[config.mk]
export PLATFORM = sky130hd
export DESIGN_NAME = led_pattern_sequencer_flat
export DESIGN_NICKNAME = d
export VERILOG_FILES = /design/src/rtl/led_pattern_sequencer_if.sv /design/src/rtl/led_pattern_sequencer.sv /design/src/flat_wrapper.sv
export SDC_FILE = /design/constraint.sdc
export NUM_CORES = 1
export LEC_CHECK = 0
export ABC_AREA = 0
export BUFFER_PORTS_ARGS = -buffer_cell sky130_fd_sc_hd__buf_2
export CAP_MARGIN = 20
export CORE_UTILIZATION = 40
export CTS_BUF_LIST = sky130_fd_sc_hd__clkbuf_2 sky130_fd_sc_hd__clkbuf_4 sky130_fd_sc_hd__clkbuf_8
export CTS_CLUSTER_SIZE = 16
export DETAILED_ROUTE_END_ITERATION = 16
export PLACE_DENSITY = 0.61
export SYNTH_ARGS = -nofsm -noshare
export SYNTH_HDL_FRONTEND = slang
export SYNTH_SLANG_ARGS = --single-unit
[constraint.sdc]
create_clock -name board_clk -period 2.9 [get_ports board_clk]
set_input_delay 0.435 -clock board_clk [delete_from_list [all_inputs] [get_ports board_clk]]
set_output_delay 0.435 -clock board_clk [all_outputs]
set_load 0.03 [all_outputs]
[src/rtl/led_pattern_sequencer_if.sv]
// Switch/LED bundle between the board pins and the LED pattern sequencer.
// The sequencer takes the slave modport; whatever drives the switches takes the master modport.
interface led_pattern_sequencer_if;
  logic [3:0] switches;
  logic [3:0] leds;
  logic [1:0] mode;
  logic       tick;

  modport master (
    output switches,
    input  leds,
    input  mode,
    input  tick
  );

  modport slave (
    input  switches,
    output leds,
    output mode,
    output tick
  );
endinterface

[src/rtl/led_pattern_sequencer.sv]
// LED pattern sequencer: synchronises and debounces the slide switches, decodes the mode,
// and steps a pattern state machine from a pausable prescaled tick.
module led_pattern_sequencer #(
  parameter int unsigned TICK_DIV        = 25_000_000,
  parameter int unsigned DEBOUNCE_CYCLES = 1_000_000
) (
  input  logic                   board_clk,
  input  logic                   board_rst_n,
  led_pattern_sequencer_if.slave io
);

  localparam int unsigned PW = (TICK_DIV > 1) ? $clog2(TICK_DIV) : 1;
  localparam int unsigned CW = $clog2(DEBOUNCE_CYCLES + 1);
  localparam logic [PW-1:0] TICK_MAX = PW'(TICK_DIV - 1);
  localparam logic [CW-1:0] DEB_MAX  = CW'(DEBOUNCE_CYCLES - 1);

  typedef enum logic [2:0] {
    ST_OFF      = 3'd0,
    ST_COUNT    = 3'd1,
    ST_BOUNCE_L = 3'd2,
    ST_BOUNCE_R = 3'd3,
    ST_BLINK    = 3'd4
  } state_t;

  logic [3:0]    sync1_q, sync2_q;
  logic [3:0]    deb_q, deb_d;
  logic [CW-1:0] deb_cnt_q [4];
  logic [CW-1:0] deb_cnt_d [4];
  state_t        state_q, state_d;
  logic [3:0]    leds_q, leds_d;
  logic [1:0]    mode_q, mode_d;
  logic [PW-1:0] presc_q, presc_d;
  logic          tick_q, tick_d;
  logic          pause_s, variant_s;

  assign pause_s   = deb_q[2];
  assign variant_s = deb_q[3];

  // Two-flop synchroniser for the raw switch inputs.
  always_ff @(posedge board_clk or negedge board_rst_n) begin
    if (!board_rst_n) begin
      sync1_q <= 4'b0000;
      sync2_q <= 4'b0000;
    end else begin
      sync1_q <= io.switches;
      sync2_q <= sync1_q;
    end
  end

  // Per-bit debounce: a change is accepted after DEBOUNCE_CYCLES consecutive differing samples.
  always_comb begin
    deb_d = deb_q;
    for (int i = 0; i < 4; i++) begin
      deb_cnt_d[i] = deb_cnt_q[i];
      if (sync2_q[i] != deb_q[i]) begin
        if (deb_cnt_q[i] == DEB_MAX) begin
          deb_d[i]     = sync2_q[i];
          deb_cnt_d[i] = {CW{1'b0}};
        end else begin
          deb_cnt_d[i] = deb_cnt_q[i] + CW'(1);
        end
      end else begin
        deb_cnt_d[i] = {CW{1'b0}};
      end
    end
  end

  // Debounced switch values and their stability counters.
  always_ff @(posedge board_clk or negedge board_rst_n) begin
    if (!board_rst_n) begin
      deb_q <= 4'b0000;
      for (int i = 0; i < 4; i++) begin
        deb_cnt_q[i] <= {CW{1'b0}};
      end
    end else begin
      deb_q <= deb_d;
      for (int i = 0; i < 4; i++) begin
        deb_cnt_q[i] <= deb_cnt_d[i];
      end
    end
  end

  // Next state: mode entry outranks a coincident tick and applies even while paused.
  always_comb begin
    state_d = state_q;
    leds_d  = leds_q;
    mode_d  = mode_q;
    presc_d = presc_q;
    if (deb_q[1:0] != mode_q) begin
      mode_d  = deb_q[1:0];
      presc_d = {PW{1'b0}};
      case (deb_q[1:0])
        2'b00: begin
          state_d = ST_OFF;
          leds_d  = 4'b0000;
        end
        2'b01: begin
          state_d = ST_COUNT;
          leds_d  = 4'b0000;
        end
        2'b10: begin
          state_d = ST_BOUNCE_L;
          leds_d  = 4'b0001;
        end
        2'b11: begin
          state_d = ST_BLINK;
          leds_d  = variant_s ? 4'b0101 : 4'b0000;
        end
        default: begin
          state_d = ST_OFF;
          leds_d  = 4'b0000;
        end
      endcase
    end else if (state_q == ST_OFF) begin
      presc_d = {PW{1'b0}};
      leds_d  = 4'b0000;
    end else if (pause_s) begin
      presc_d = presc_q;
    end else if (presc_q == TICK_MAX) begin
      presc_d = {PW{1'b0}};
      case (state_q)
        ST_COUNT: begin
          if (variant_s) begin
            leds_d = leds_q - 4'd1;
          end else begin
            leds_d = leds_q + 4'd1;
          end
        end
        ST_BOUNCE_L: begin
          if (leds_q == 4'b1000) begin
            leds_d  = 4'b0100;
            state_d = ST_BOUNCE_R;
          end else begin
            leds_d = {leds_q[2:0], 1'b0};
          end
        end
        ST_BOUNCE_R: begin
          if (leds_q == 4'b0001) begin
            leds_d  = 4'b0010;
            state_d = ST_BOUNCE_L;
          end else begin
            leds_d = {1'b0, leds_q[3:1]};
          end
        end
        ST_BLINK: begin
          leds_d = ~leds_q;
        end
        default: begin
          state_d = ST_OFF;
          leds_d  = 4'b0000;
        end
      endcase
    end else begin
      presc_d = presc_q + PW'(1);
    end
    // Registered strobe: high exactly while the stored count sits at TICK_MAX and we run.
    tick_d = (state_d != ST_OFF) && !deb_d[2] && (presc_d == TICK_MAX);
  end

  // Sequencer state, pattern, mode and tick registers.
  always_ff @(posedge board_clk or negedge board_rst_n) begin
    if (!board_rst_n) begin
      state_q <= ST_OFF;
      leds_q  <= 4'b0000;
      mode_q  <= 2'b00;
      presc_q <= {PW{1'b0}};
      tick_q  <= 1'b0;
    end else begin
      state_q <= state_d;
      leds_q  <= leds_d;
      mode_q  <= mode_d;
      presc_q <= presc_d;
      tick_q  <= tick_d;
    end
  end

  assign io.leds = leds_q;
  assign io.mode = mode_q;
  assign io.tick = tick_q;

endmodule

[src/flat_wrapper.sv]
// flat-port wrapper written by rule: the top's interface ports become plain ports
module led_pattern_sequencer_flat 
#(
  parameter int unsigned TICK_DIV        = 25_000_000,
  parameter int unsigned DEBOUNCE_CYCLES = 1_000_000
)
  (board_clk, board_rst_n, io_switches, io_leds, io_mode, io_tick);
  led_pattern_sequencer_if io_i ();
  input  logic board_clk;
  input  logic board_rst_n;
  input wire logic [$bits(io_i.switches)-1:0] io_switches;
  output wire logic [$bits(io_i.leds)-1:0] io_leds;
  output wire logic [$bits(io_i.mode)-1:0] io_mode;
  output wire logic [$bits(io_i.tick)-1:0] io_tick;
  assign io_i.switches = io_switches;
  assign io_leds = io_i.leds;
  assign io_mode = io_i.mode;
  assign io_tick = io_i.tick;
  led_pattern_sequencer #(.TICK_DIV(TICK_DIV), .DEBOUNCE_CYCLES(DEBOUNCE_CYCLES)) u_core (.board_clk(board_clk), .board_rst_n(board_rst_n), .io(io_i));
endmodule
Word-level counts from Yosys, hierarchy flattened
Index checks and enable logic that the tools add are counted.
{ "totals": {"regBits": 127, "out_inout_bits": 7} }
{ "classes": {"n_eq_ne": 21, "bitwise_logic": 1, "n_reduce_logical": 13, "mux": 32, "n_addsub": 7} }
{ "op_table": {"columns": ["cell", "n"], "rows": [
  ["two-way mux 20 bit", 8],
  ["two-way mux 25 bit", 4],
  ["adder 20 x 1 -> 20 bit, second input constant", 4],
  ["== test 20 bit, second input constant", 4],
  ["== test 25 bit, second input constant", 2],
  ["adder 25 x 1 -> 25 bit, second input constant", 1],
  ["two-way mux 3 bit", 8],
  ["two-way mux 4 bit", 6],
  ["case mux 4 bit (4 select lines)", 1],
  ["case mux 3 bit (4 select lines)", 1],
  ["case mux 4 bit (3 select lines)", 1],
  ["case mux 3 bit (3 select lines)", 1],
  ["AND reduction 2 bit", 4],
  ["== test 3 x 2 -> 1 bit, second input constant", 2],
  ["nonzero test 3 bit", 2],
  ["adder 4 x 1 -> 4 bit, second input constant", 1],
  ["== test 2 bit, second input constant", 2],
  ["== test 4 x 1 -> 1 bit, second input constant", 1],
  ["== test 4 bit, second input constant", 1],
  ["inequality test 1 bit", 4],
  ["NOT 4 bit", 1],
  ["OR reduction 2 bit", 2],
  ["subtractor 4 x 1 -> 4 bit, second input constant", 1],
  ["== test 3 x 1 -> 1 bit, second input constant", 1],
  ["other kinds (9)", 11]
]} }

Longest topological paths before layout
{ "logic_depth": {"depth_word": 10, "mapped_depth": 8} }

Least setup slack after synthesis
OpenSTA, ideal clock, no wires.
{ "synth_timing": {"path_type": "register -> register", "start": "register u_core.deb_cnt_q[20] (netlist bit)", "end": "register u_core.tick_q (netlist: u_core.io.tick)", "period_less_slack_ps": 2518, "stages_incl_launch_ff": 8, "path_buffers": 0, "path_slack_ps": 382, "arrival_ps": 2422, "cell_sequence": "dfrtp_1 > ha_1 > nand2_1 > or2_4 > or4_4 > mux2_4 > or4_4 > nor4_2"} }
{ "synth_via": {"elab_chain_cells": 6} }
{ "synth_rtl": {"columns": ["item", "line_no", "source"], "rows": [
  ["start, declared", "led_pattern_sequencer.sv:27", "logic [CW-1:0] deb_cnt_q [4];"],
  ["start signal, assigned by index", "led_pattern_sequencer.sv:73", "deb_cnt_q[i] <= {CW{1'b0}};"],
  ["start signal, assigned by index", "led_pattern_sequencer.sv:78", "deb_cnt_q[i] <= deb_cnt_d[i];"],
  ["== test 20 bit", "led_pattern_sequencer.sv:56", "if (deb_cnt_q[i] == DEB_MAX) begin"],
  ["two-way mux 1 bit", "led_pattern_sequencer.sv:56", null],
  ["two-way mux 1 bit", "led_pattern_sequencer.sv:55", "if (sync2_q[i] != deb_q[i]) begin"],
  ["named net u_core.deb_d[2]", "led_pattern_sequencer.sv:26", "logic [3:0] deb_q, deb_d;"],
  ["zero test 1 bit", "led_pattern_sequencer.sv:157", "tick_d = (state_d != ST_OFF) && !deb_d[2] && (presc_d == TICK_MAX);"],
  ["logical AND 1 bit (2 in series)", "led_pattern_sequencer.sv:157", null],
  ["named net u_core.tick_d", "led_pattern_sequencer.sv:33", "logic tick_q, tick_d;"],
  ["end signal, assigned", "led_pattern_sequencer.sv:173", "tick_q <= tick_d;"],
  ["end, declared", "led_pattern_sequencer.sv:33", null]
]} }
The timed path passes the listed nets, and every way through them passes these cells.
A chain may end at the register's enable or synchronous reset.

Worst setup path in the final report
Ends and elaborated chain as after synthesis.

==> impl_metrics.py <==
metrics = {
    "sta": {
        "rsz0062_at_grt": "false",
        "setup_violations": 0,
        "finalClockSkew_ns": 0.00976,
        "tightest_slew_ns": 0.648,
        "finalCritPeriodShare_pct": 91.5,
        "maxSlewHeadroom_pct": 56.7,
        "tns_ns": 0,
        "hold_violations": 0,
        "slew_viol_final": 0,
        "max_freq_mhz": 377,
        "fin_ws_ns": 0.247,
        "final.min_clock_period_ns": 2.65,
        "hold_ws_ns": 0.0940,
    },
    "clock_network": {
        "numClockSinks": 127,
        "ctsResizeCount": 0,
        "cts_buffers": 17,
        "worst_skew_pair.late_latency_ns": 0.44,
        "clockBufferDepth": 2,
        "tritoncts": "done",
        "clkTransAtPathRegs_ns": 0.08,
        "cts_root_buf": "clkbuf_8",
        "htreeDepth": 4,
    },
    "logic_synthesis": {
        "synth_compound_area_share_pct": 3.58,
        "synth_edf_count": 0,
        "async_reset_ff_share_pct": 100,
        "synth_top_family_by_area": "simple AND/OR/NAND/NOR gates",
        "synth_warnings": 0,
        "synthXorXnorAreaFrac_pct": 14.5,
        "synthAdderAreaFrac_pct": 1.57,
        "synth.distinct_cells": 47,
        "yosys_register_bits": 127,
        "syn_nets": 683,
        "synth_area_per_cell_um2": 9.51,
        "yosysSeqAreaShare_pct": 50.0,
        "synthCells": 669,
        "synth_flop_cell": "dfrtp_1",
        "netlist_area_um2": 6360,
        "yosys.area_share.simple_pct": 26.8,
        "yosys-mux-area-fraction_pct": 1.24,
    },
    "floorplanning": {
        "core-area_um2": 15400,
        "initial_core_util_pct": 41.4,
        "rows": 45,
        "die_x_um": 128,
        "die_area_um2": 16400,
        "die_h_um": 128,
        "ios": 13,
    },
    "place": {
        "dp.cells": 876,
        "placed_cell_area_um2": 6670,
        "io_buffers": 12,
        "dp_hpwl_mm": 8.31,
        "place.gp.congestion": 0.866,
        "preCtsSetupSlack_ns": 0.235,
    },
    "grt": {
        "grt.overflow.total": 0,
        "first_global_vias": 4548,
        "grt_max_degree": 58,
        "grt.busiest_layer": "met2",
        "grt_first_pass_wirelength_mm": 20.8,
        "met2_usage_pct": 25.1,
        "gr-usage-all-layers_pct": 16.1,
        "antenna_found_initial": 0,
        "met3_usage_pct": 4.63,
        "grtUsageMet1_pct": 20.9,
    },
    "outcome": {
        "outcome": "finished clean",
    },
    "power_and_ir_drop": {
        "power.leakage_nw": 2.93,
        "p_per_area_nw_per_um2": 496,
        "total_power_mw": 3.53,
        "vdd_drop_max_v": 0.000352,
    },
    "worst_setup_path": {
        "crit_top_cell": "or4_4",
        "cp-start-kind": "flop",
        "path_cells": "ha_1 -> nand2_1 -> or2_4 -> or4_4 -> mux2_4 -> or4_4 -> nor4_2",
        "crit_type": "reg -> reg",
        "critPathSlowestCell": "or4_4",
        "critPathMaxFanout": 4,
        "cp.required_ns": 3.25,
        "worstPathArrival_ns": 3.00,
        "crit_path_end_kind": "flop",
        "cpPeakStageDelay_ns": 0.55,
    },
    "drt": {
        "wl_per_cell_um": 13.0,
        "drt-vias-per-instance": 5.03,
        "routed-via-count": 4568,
        "wirelength_mm": 11.8,
        "drc": 0,
        "ant_nets": 0,
        "drt_iter0_drc": 245,
        "dr.pass1.iters": 4,
    },
    "final_layout": {
        "drive_above_1_share_pct": 9.46,
        "final_cells": 909,
        "area_growth_pct": 11.7,
        "design_area_um2": 7100,
        "finish.utilization_pct": 46.2,
        "insertedDiodeCount": 0,
        "num-nets-final": 699,
    },
    "hold_path": {
        "hold_path.class": "in -> reg",
    },
    "run": {
        "drv_cap": 0,
    },
}
## area by class of cell
cell class / instances / area (um^2)
Inverter: 16 / 60.1
Multi-Input combinational cell: 502 / 3030
Fill cell: 1462 / 8270
Sequential cell: 127 / 3180
Timing Repair Buffer: 21 / 145
Tap cell: 211 / 264
Clock inverter: 14 / 181
Clock buffer: 18 / 248
## critical path, delay by kind of cell (launching register included)
kind	cells	cell delay, ns
adder cells (fa/ha/maj)	1	0.23
flip-flops	1	0.39
multiplexers	1	0.32
AND/OR/NAND/NOR	5	1.62
## synthesized netlist by cell type (all sizes together), types with 12 or more instances
cell	number	area share [%]
clkbuf	20	1.2
nor3	15	1.2
nor2	138	8.1
nand4	17	1.7
xor2	53	7.3
inv	16	0.94
nand2	48	2.8
xnor2	52	7.2
dfrtp	127	50
nor4	16	1.8
o21ai	12	0.94
and3	13	1.3
nand3	47	3.8
## metal layers
metal / wire [um] / vias up
met2: 5540 / 48
met1: 5840 / 2214
met5: 0 / -
li1: - / 2296
met4: 176 / 0
met3: 279 / 10
## power breakdown
group,internal [mW],leakage (nW),switching [mW]
Clock,0.887,0.208,0.745
Sequential,1.79,1.75,0.0169
Combinational,0.0239,0.976,0.0636
## repair_timing
action / 4_1_cts / 5_1_grt
hold buffers: 1 / 0
setup buffers: 0 / 0
endpoints found under the hold margin: 34 / 0
## sequential cells by signal, indices dropped and copies added, names as in the netlist, 2 cells and up
signal / flops
u_core.deb_q: 4
u_core.presc_q: 25
u_core.state_q: 3
u_core.deb_cnt_q: 80
u_core.sync2_q: 4
u_core.io.mode: 2
u_core.sync1_q: 4
u_core.io.leds: 4
## cells by family (layout without fill, tap and decap cells)
kind of cell | Yosys count | after routing
AO/OA/AOI/OAI | 37 | 37
XOR/XNOR | 105 | 105
adder cells (fa/ha/maj) | 8 | 8
buffers and inverters | 40 | 69
flip-flops | 127 | 127
multiplexers | 7 | 7
AND/OR/NAND/NOR | 345 | 345
## worst paths after layout
path | depth (start not counted) | slack [ns] | from | to
min | 1 | 0.09 | io_switches[3] | u_core.sync1_q[3]$_DFF_PN0_
min reg2reg | 0 | 0.35 | u_core.sync1_q[2]$_DFF_PN0_ | u_core.sync2_q[2]$_DFF_PN0_
min in group asynchronous | 2 | 0.50 | board_rst_n | u_core.deb_q[2]$_DFF_PN0_
max | 7 | 0.25 | u_core.deb_cnt_q[20]$_DFF_PN0_ | u_core.io.tick$_DFF_PN0_
max reg2reg | 7 | 0.25 | u_core.deb_cnt_q[20]$_DFF_PN0_ | u_core.io.tick$_DFF_PN0_
max in group asynchronous | 3 | 1.59 | board_rst_n | u_core.deb_cnt_q[71]$_DFF_PN0_
## cell usage in the layout (no fill, tap or decap), drive strengths merged, types with 4 or more instances in the layout
cell type	synthesis	final
nor4	16	16
nor3b	5	5
nand2b	4	4
mux2	4	4
xnor2	52	52
nand2	48	48
nor2	138	138
dfrtp	127	127
buf	4	20
clkinv	0	4
a31oi	7	7
inv	16	20
ha	8	8
or2	4	4
nand3	47	47
nand4	17	17
xor2	53	53
and3	13	13
a21oi	8	8
nand3b	5	5
and4	5	5
clkbuf	20	18
and2	4	4
nor3	15	15
o21ai	12	12
nor2b	8	8
Note: power is estimated with default switching activity, not from simulation.
